`config.mk`:
```
export PLATFORM = sky130hd
export DESIGN_NAME = sar_search
export DESIGN_NICKNAME = d
export VERILOG_FILES = /design/src/rtl/sar_search_pkg.sv /design/src/rtl/sar_code_check.sv /design/src/rtl/sar_search.sv
export SDC_FILE = /design/constraint.sdc
export NUM_CORES = 1
export LEC_CHECK = 0
export BUFFER_PORTS_ARGS = -buffer_cell sky130_fd_sc_hd__buf_2
export CAP_MARGIN = 20
export CORE_MARGIN = 3
export CORE_UTILIZATION = 50
export CTS_CLUSTER_DIAMETER = 100
export DETAILED_ROUTE_END_ITERATION = 7
export HOLD_SLACK_MARGIN = 0.05
export PLACE_DENSITY = 0.82
export SLEW_MARGIN = 5
export SYNTH_ARGS = -nofsm -noshare
export SYNTH_HDL_FRONTEND = slang
export SYNTH_HIERARCHICAL = 1
export SYNTH_SLANG_ARGS = --single-unit
```
`constraint.sdc`:
```
create_clock -name clk -period 1.65 [get_ports clk]
set_input_delay 0.2475 -clock clk [delete_from_list [all_inputs] [get_ports clk]]
set_output_delay 0.2475 -clock clk [all_outputs]
set_load 0.02 [all_outputs]
```
`src/rtl/sar_search_pkg.sv`:
```
// Shared encodings for the successive-approximation searcher.
package sar_search_pkg;

    typedef enum logic [1:0] {
        S_IDLE  = 2'd0,
        S_PROBE = 2'd1,
        S_DONE  = 2'd2
    } state_t;

    // Comparator response codes, ordered {agb, alb, aeb}
    localparam logic [2:0] CODE_GT = 3'b100;
    localparam logic [2:0] CODE_LT = 3'b010;
    localparam logic [2:0] CODE_EQ = 3'b001;

endpackage

```
`src/rtl/sar_code_check.sv`:
```
// Decodes the comparator response into one-hot flags and an illegal-code flag.
module sar_code_check
    import sar_search_pkg::*;
(
    input  logic agb,
    input  logic alb,
    input  logic aeb,
    output logic gt,
    output logic lt,
    output logic eq,
    output logic illegal
);

    logic [2:0] code;

    assign code = {agb, alb, aeb};

    // Only exactly-one-hot codes are meaningful; everything else is illegal
    always_comb begin
        gt      = (code == CODE_GT);
        lt      = (code == CODE_LT);
        eq      = (code == CODE_EQ);
        illegal = !(gt || lt || eq);
    end

endmodule

```
`src/rtl/sar_search.sv`:
```
// Successive-approximation searcher: drives a probe into an external magnitude
// comparator and resolves the hidden target MSB first, one bit per clock.
module sar_search
    import sar_search_pkg::*;
#(
    parameter  int W  = 3,
    localparam int SW = $clog2(W + 1)
) (
    input  logic          clk,
    input  logic          rst,
    input  logic          start,
    input  logic          agb,
    input  logic          alb,
    input  logic          aeb,
    output logic [W-1:0]  probe,
    output logic          busy,
    output logic          done,
    output logic          err,
    output logic [W-1:0]  result,
    output logic [SW-1:0] steps
);

    localparam logic [W-1:0]  MSB_ONLY = W'(1) << (W - 1);
    localparam logic [SW-1:0] IDX_TOP  = SW'(W - 1);

    state_t        state_q, state_d;
    logic [W-1:0]  probe_q, probe_d;
    logic [W-1:0]  result_q, result_d;
    logic [SW-1:0] steps_q, steps_d;
    logic [SW-1:0] idx_q, idx_d;
    logic          err_q, err_d;

    logic          c_gt, c_lt, c_eq, c_illegal;
    logic [W-1:0]  bit_mask;
    logic [W-1:0]  trial;

    sar_code_check u_code_check (
        .agb     (agb),
        .alb     (alb),
        .aeb     (aeb),
        .gt      (c_gt),
        .lt      (c_lt),
        .eq      (c_eq),
        .illegal (c_illegal)
    );

    // Bit under test, and the probe after applying this cycle's decision to it
    always_comb begin
        bit_mask = W'(1) << idx_q;
        trial    = c_lt ? (probe_q & ~bit_mask) : probe_q;
    end

    // Next-state and datapath decisions for the search
    always_comb begin
        state_d  = state_q;
        probe_d  = probe_q;
        result_d = result_q;
        steps_d  = steps_q;
        idx_d    = idx_q;
        err_d    = err_q;

        case (state_q)
            S_IDLE: begin
                if (start) begin
                    probe_d  = MSB_ONLY;
                    idx_d    = IDX_TOP;
                    steps_d  = '0;
                    err_d    = 1'b0;
                    result_d = '0;
                    state_d  = S_PROBE;
                end
            end

            S_PROBE: begin
                steps_d = steps_q + SW'(1);
                if (c_illegal) begin
                    err_d    = 1'b1;
                    result_d = '0;
                    state_d  = S_DONE;
                end else if (c_eq) begin
                    result_d = probe_q;
                    state_d  = S_DONE;
                end else if (c_gt && (idx_q == '0)) begin
                    // Target above a probe whose LSB is already set cannot happen
                    err_d    = 1'b1;
                    result_d = '0;
                    state_d  = S_DONE;
                end else if (idx_q == '0) begin
                    // Only reachable on alb: the LSB is cleared and the search ends
                    probe_d  = trial;
                    result_d = trial;
                    state_d  = S_DONE;
                end else begin
                    probe_d  = trial | (bit_mask >> 1);
                    idx_d    = idx_q - SW'(1);
                end
            end

            S_DONE: begin
                probe_d = '0;
                state_d = S_IDLE;
            end

            default: begin
                probe_d = '0;
                state_d = S_IDLE;
            end
        endcase
    end

    // State and datapath registers, cleared asynchronously on rst
    always_ff @(posedge clk or posedge rst) begin
        if (rst) begin
            state_q  <= S_IDLE;
            probe_q  <= '0;
            result_q <= '0;
            steps_q  <= '0;
            idx_q    <= '0;
            err_q    <= 1'b0;
        end else begin
            state_q  <= state_d;
            probe_q  <= probe_d;
            result_q <= result_d;
            steps_q  <= steps_d;
            idx_q    <= idx_d;
            err_q    <= err_d;
        end
    end

    assign busy   = (state_q == S_PROBE);
    assign done   = (state_q == S_DONE);
    assign probe  = probe_q;
    assign result = result_q;
    assign steps  = steps_q;
    assign err    = err_q;

endmodule

```
==> key figures <==
Outcome
  – Result of the run: finished with violations
  – Violated checks: negative setup slack

GRT
  – Global-route wire length before repair: 2710 um
  – Initial antenna violation count: 0
  – Number of global-route vias before repair: roughly 600
  – GRT Overall Usage: 0.177
  – Overflow after GRT: 0
  – Maximum number of pins on one net before global-route repair: 14

Worst setup path
  – R2r setup slk: -0.002 ns
  – Data required, critical path: between 1.5 and 2 ns
  – Path depth of the worst reg2reg path: 6
  – Startpoint-to-endpoint class of the critical path: flip-flop to flip-flop
  – CP Capture Type: flip-flop
  – Critical Path Slowest Stage Cell: dfrtp_1
  – CP Capture Point: probe[1]
  – CP Cell Sequence: inv_1 > ha_2 > a211o_1 > o21ai_1 > a21boi_1 > a31o_2
  – Count of buffer and inverter cells on the critical path: 1
  – Number of logic stages on the critical path including buffering: 6
  – Maximum fanout encountered on the critical timing path: 4
  – Worst Path Arrival: ~1.8 ns
  – Critical register-to-register path endpoint: probe[1]
  – Launch instance of the worst register-to-register path: idx_q[0]
  – Family of cells with the greatest summed delay on the critical path: compound AO/OA/AOI/OAI gates
  – First element of the critical path: idx_q[0]
  – Slowest cell delay on critical path: approximately 0.4 ns
  – Kind of start point of the critical path: flip-flop

Yosys
  – Portion of netlist area occupied by mux cells: 0.0124
  – Synth area leader: dfrtp_1
  – Post-Synthesis Cell Area: just over 800 um^2
  – Post-synth ARST share: 1.00
  – Post-Synth XOR/XNOR Area: 0.0109
  – Number of flops mapped to enable cells by yosys: 0
  – Share of the synthesized area in the top cell type: 0.404
  – Simple-gate area share of the yosys netlist: 0.218
  – Synth unique cells: 31
  – Synthesized netlist net count: slightly above 90
  – Synthesized netlist cell count: 82
  – Dominant synthesized flop cell: dfrtp_1
  – Synthesized-area fraction occupied by ao, oa, aoi and oai cells: 0.252
  – List of most frequent post-synthesis cells: dfrtp_1, o21ai_0, nand2_1
  – Area contributors post-synth: dfrtp_1, o21ai_0, ha_1, nand2_1, nand2b_4
  – Combinational family with the most area after synthesis: compound AO/OA/AOI/OAI gates
  – Number of warnings reported in the yosys synthesis log: 6
  – Syn Area/Cell: just under 10 um^2
  – Yosys reg bits: 13
  – Fraction of the yosys area taken by sequential cells: 0.404
  – Dominant cell by count in the synthesized netlist: dfrtp_1
  – Area share of fa/ha/maj cells after synthesis: 0.0467

Timing
  – Final Hold Violating Endpoints: 0
  – Post-layout minimum cycle time: about 1.7 ns
  – Max Clk Rate: just over 0.6 GHz
  – Slew headroom: 0.561
  – Final period util: 1.00
  – Setup Viol. Count Final: 1
  – Fin. max-slew vios: 0
  – PnR worst setup slack: -0.00226 ns
  – Slew at the pin with the worst max-slew slack: ~0.66 ns
  – Final hold slack: ~0.28 ns
  – Setup TNS: -0.00226 ns
  – Worst clock skew: approximately 0.00086 ns

Floorplan
  – Starting density of the core: 0.575
  – Core area: roughly 1400 um^2
  – Horizontal die dimension: 46.1 um
  – Row count: 13
  – Total die area: 2130 um^2
  – Chip Height: ~46 um
  – Top-level port count: 17

Power and ir drop
  – Pwr dens: 1660 nW/um^2
  – Clock Power Share: 0.123
  – Switching share of power: 0.446
  – Net switching component of the power: roughly 710 uW
  – Internal power summed over all cells: between 800 and 900 uW
  – Worst voltage drop across the vdd grid: between 0.0009 and 0.001 V
  – Sequential share of power: 0.359
  – Cell leakage power: 0.468 nW
  – Gate power share: 0.518

Drt
  – Iteration-0 DRC count of the detailed router: 16
  – Routed via count divided by cell count: roughly 5.6
  – Number of routed nets with antenna violations: 0
  – Drt total wl: 1720 um
  – Drc violations: 0
  – Number of vias after detailed routing: approximately 700
  – Total iterations of the first detailed-routing run: 4
  – Routed wire length per instance: about 14 um

Final layout
  – Antenna diode count: 0
  – NumNets Final: about 120
  – Fillers: around 120
  – Area Overhead vs Synth: 19.4%
  – Area occupied by multi-input gates: roughly 440 um^2
  – Utilization after layout: 0.687
  – FF+latch area: approximately 330 um^2
  – Share of layout cells above drive strength 1: 0.340

Place
  – IO Port Bufs: 16
  – Placement Setup Slack: roughly 0.063 ns
  – Half-perimeter wire length after detailed placement: 1230 um
  – Weighted congestion at the end of routability-driven global placement: 0.817

Clocking
  – Root buf cell: clkbuf_4
  – Inserted Clock Buffers: 3
  – Number of sinks on the clock net: 13
  – Clock slew seen by the registers of the worst setup and hold paths: about 0.07 ns
  – Clock Path Buffers: 2
  – TritonCTS clock tree: done
  – Clock latency of the later-clocked register in the worst-skew pair: 0.28 ns
  – H-tree Lvls: 1

Flow run
  – Max-cap check violation count: 0

Min path
  – Worst hold-check path type: primary input to flip-flop
==> registers in the layout, indices dropped and copies added, names as in the netlist <==
name and count:
probe 3, result 3, idx_q 2, state_q 2, steps 2, err 1
==> layout make-up <==
class	instances	area share
multi-input cells	62	0.457
flip-flops and latches	13	0.340
repair buffers	23	0.141
clock buffers	4	0.0273
well taps	15	0.0195
inverters	4	0.0156
==> cell usage in the layout, fill, tap and decap left out, drive strengths merged <==
master / instances
xor2: 1
buf: 22
a21o: 2
o21bai: 1
nand2b: 6
nor3b: 3
nor4: 1
dlygate4sd3: 1
a31o: 1
nand3: 2
a21boi: 1
nor2b: 2
o21ai: 16
a211oi: 1
inv: 4
a21oi: 2
a211o: 1
a22o: 2
nand2: 8
mux2i: 1
nor3: 1
nor2: 3
ha: 3
a22oi: 1
or3: 1
clkbuf: 4
dfrtp: 13
nand3b: 1
a2111oi: 1
==> timing repair <==
| action | CTS | global route |
|---|---|---|
| buffers inserted | 0 | 2 |
| endpoints found under the hold margin | 13 | 0 |
| resized for setup | 0 | 3 |
| hold buffers | 1 | 0 |
| endpoints found under the setup margin | 0 | 8 |
==> cell families after synthesis <==
group | after synthesis
compound gates | 29
simple gates | 28
flops | 13
buf+inv | 7
fa+ha+maj | 3
xor+xnor | 1
mux | 1
==> worst min-delay path, stage by stage <==
cell      delay, ns
buf_2          0.12
nand2b_1       0.09
a21oi_1        0.06
==> power by group through the flow <==
stage / Combinational (mW) / Sequential (mW) / Clock [mW]
CTS: 0.791 / 0.565 / 0.205
global route: 0.914 / 0.592 / 0.217
floorplan: 0.590 / 0.598 / 0
finish: 0.828 / 0.573 / 0.197
detailed placement: 0.783 / 0.569 / 0
global placement: 0.765 / 0.564 / 0
==> layer usage <==
metal	track usage	routed length [um]	vias to the layer above
li1	-	-	341
met1	0.216	723	320
met2	0.302	871	17
met3	0.0586	96	5
met4	0.0341	25	0
met5	0	0	-
==> through the flow <==
stage / std cells / power (mW) / instance area (um^2)
after global placement: 114 / 1.33 / 903
after detailed placement: 114 / 1.35 / 903
after global routing: 121 / 1.72 / 961
after floorplan: 82 / 1.19 / 805
final: 121 / 1.60 / 961
after CTS: 119 / 1.56 / 940
==> worst min-delay path by stage <==
stage	startpoint	to	cells after the start
after floorplan	rst	err	1
after global placement	rst	err	2
after detailed placement	rst	err	2
after CTS	start	probe[2]	3
after global routing	start	state_q[0]	3
final	start	state_q[0]	3
Note: power is estimated with default switching activity, not from simulation.
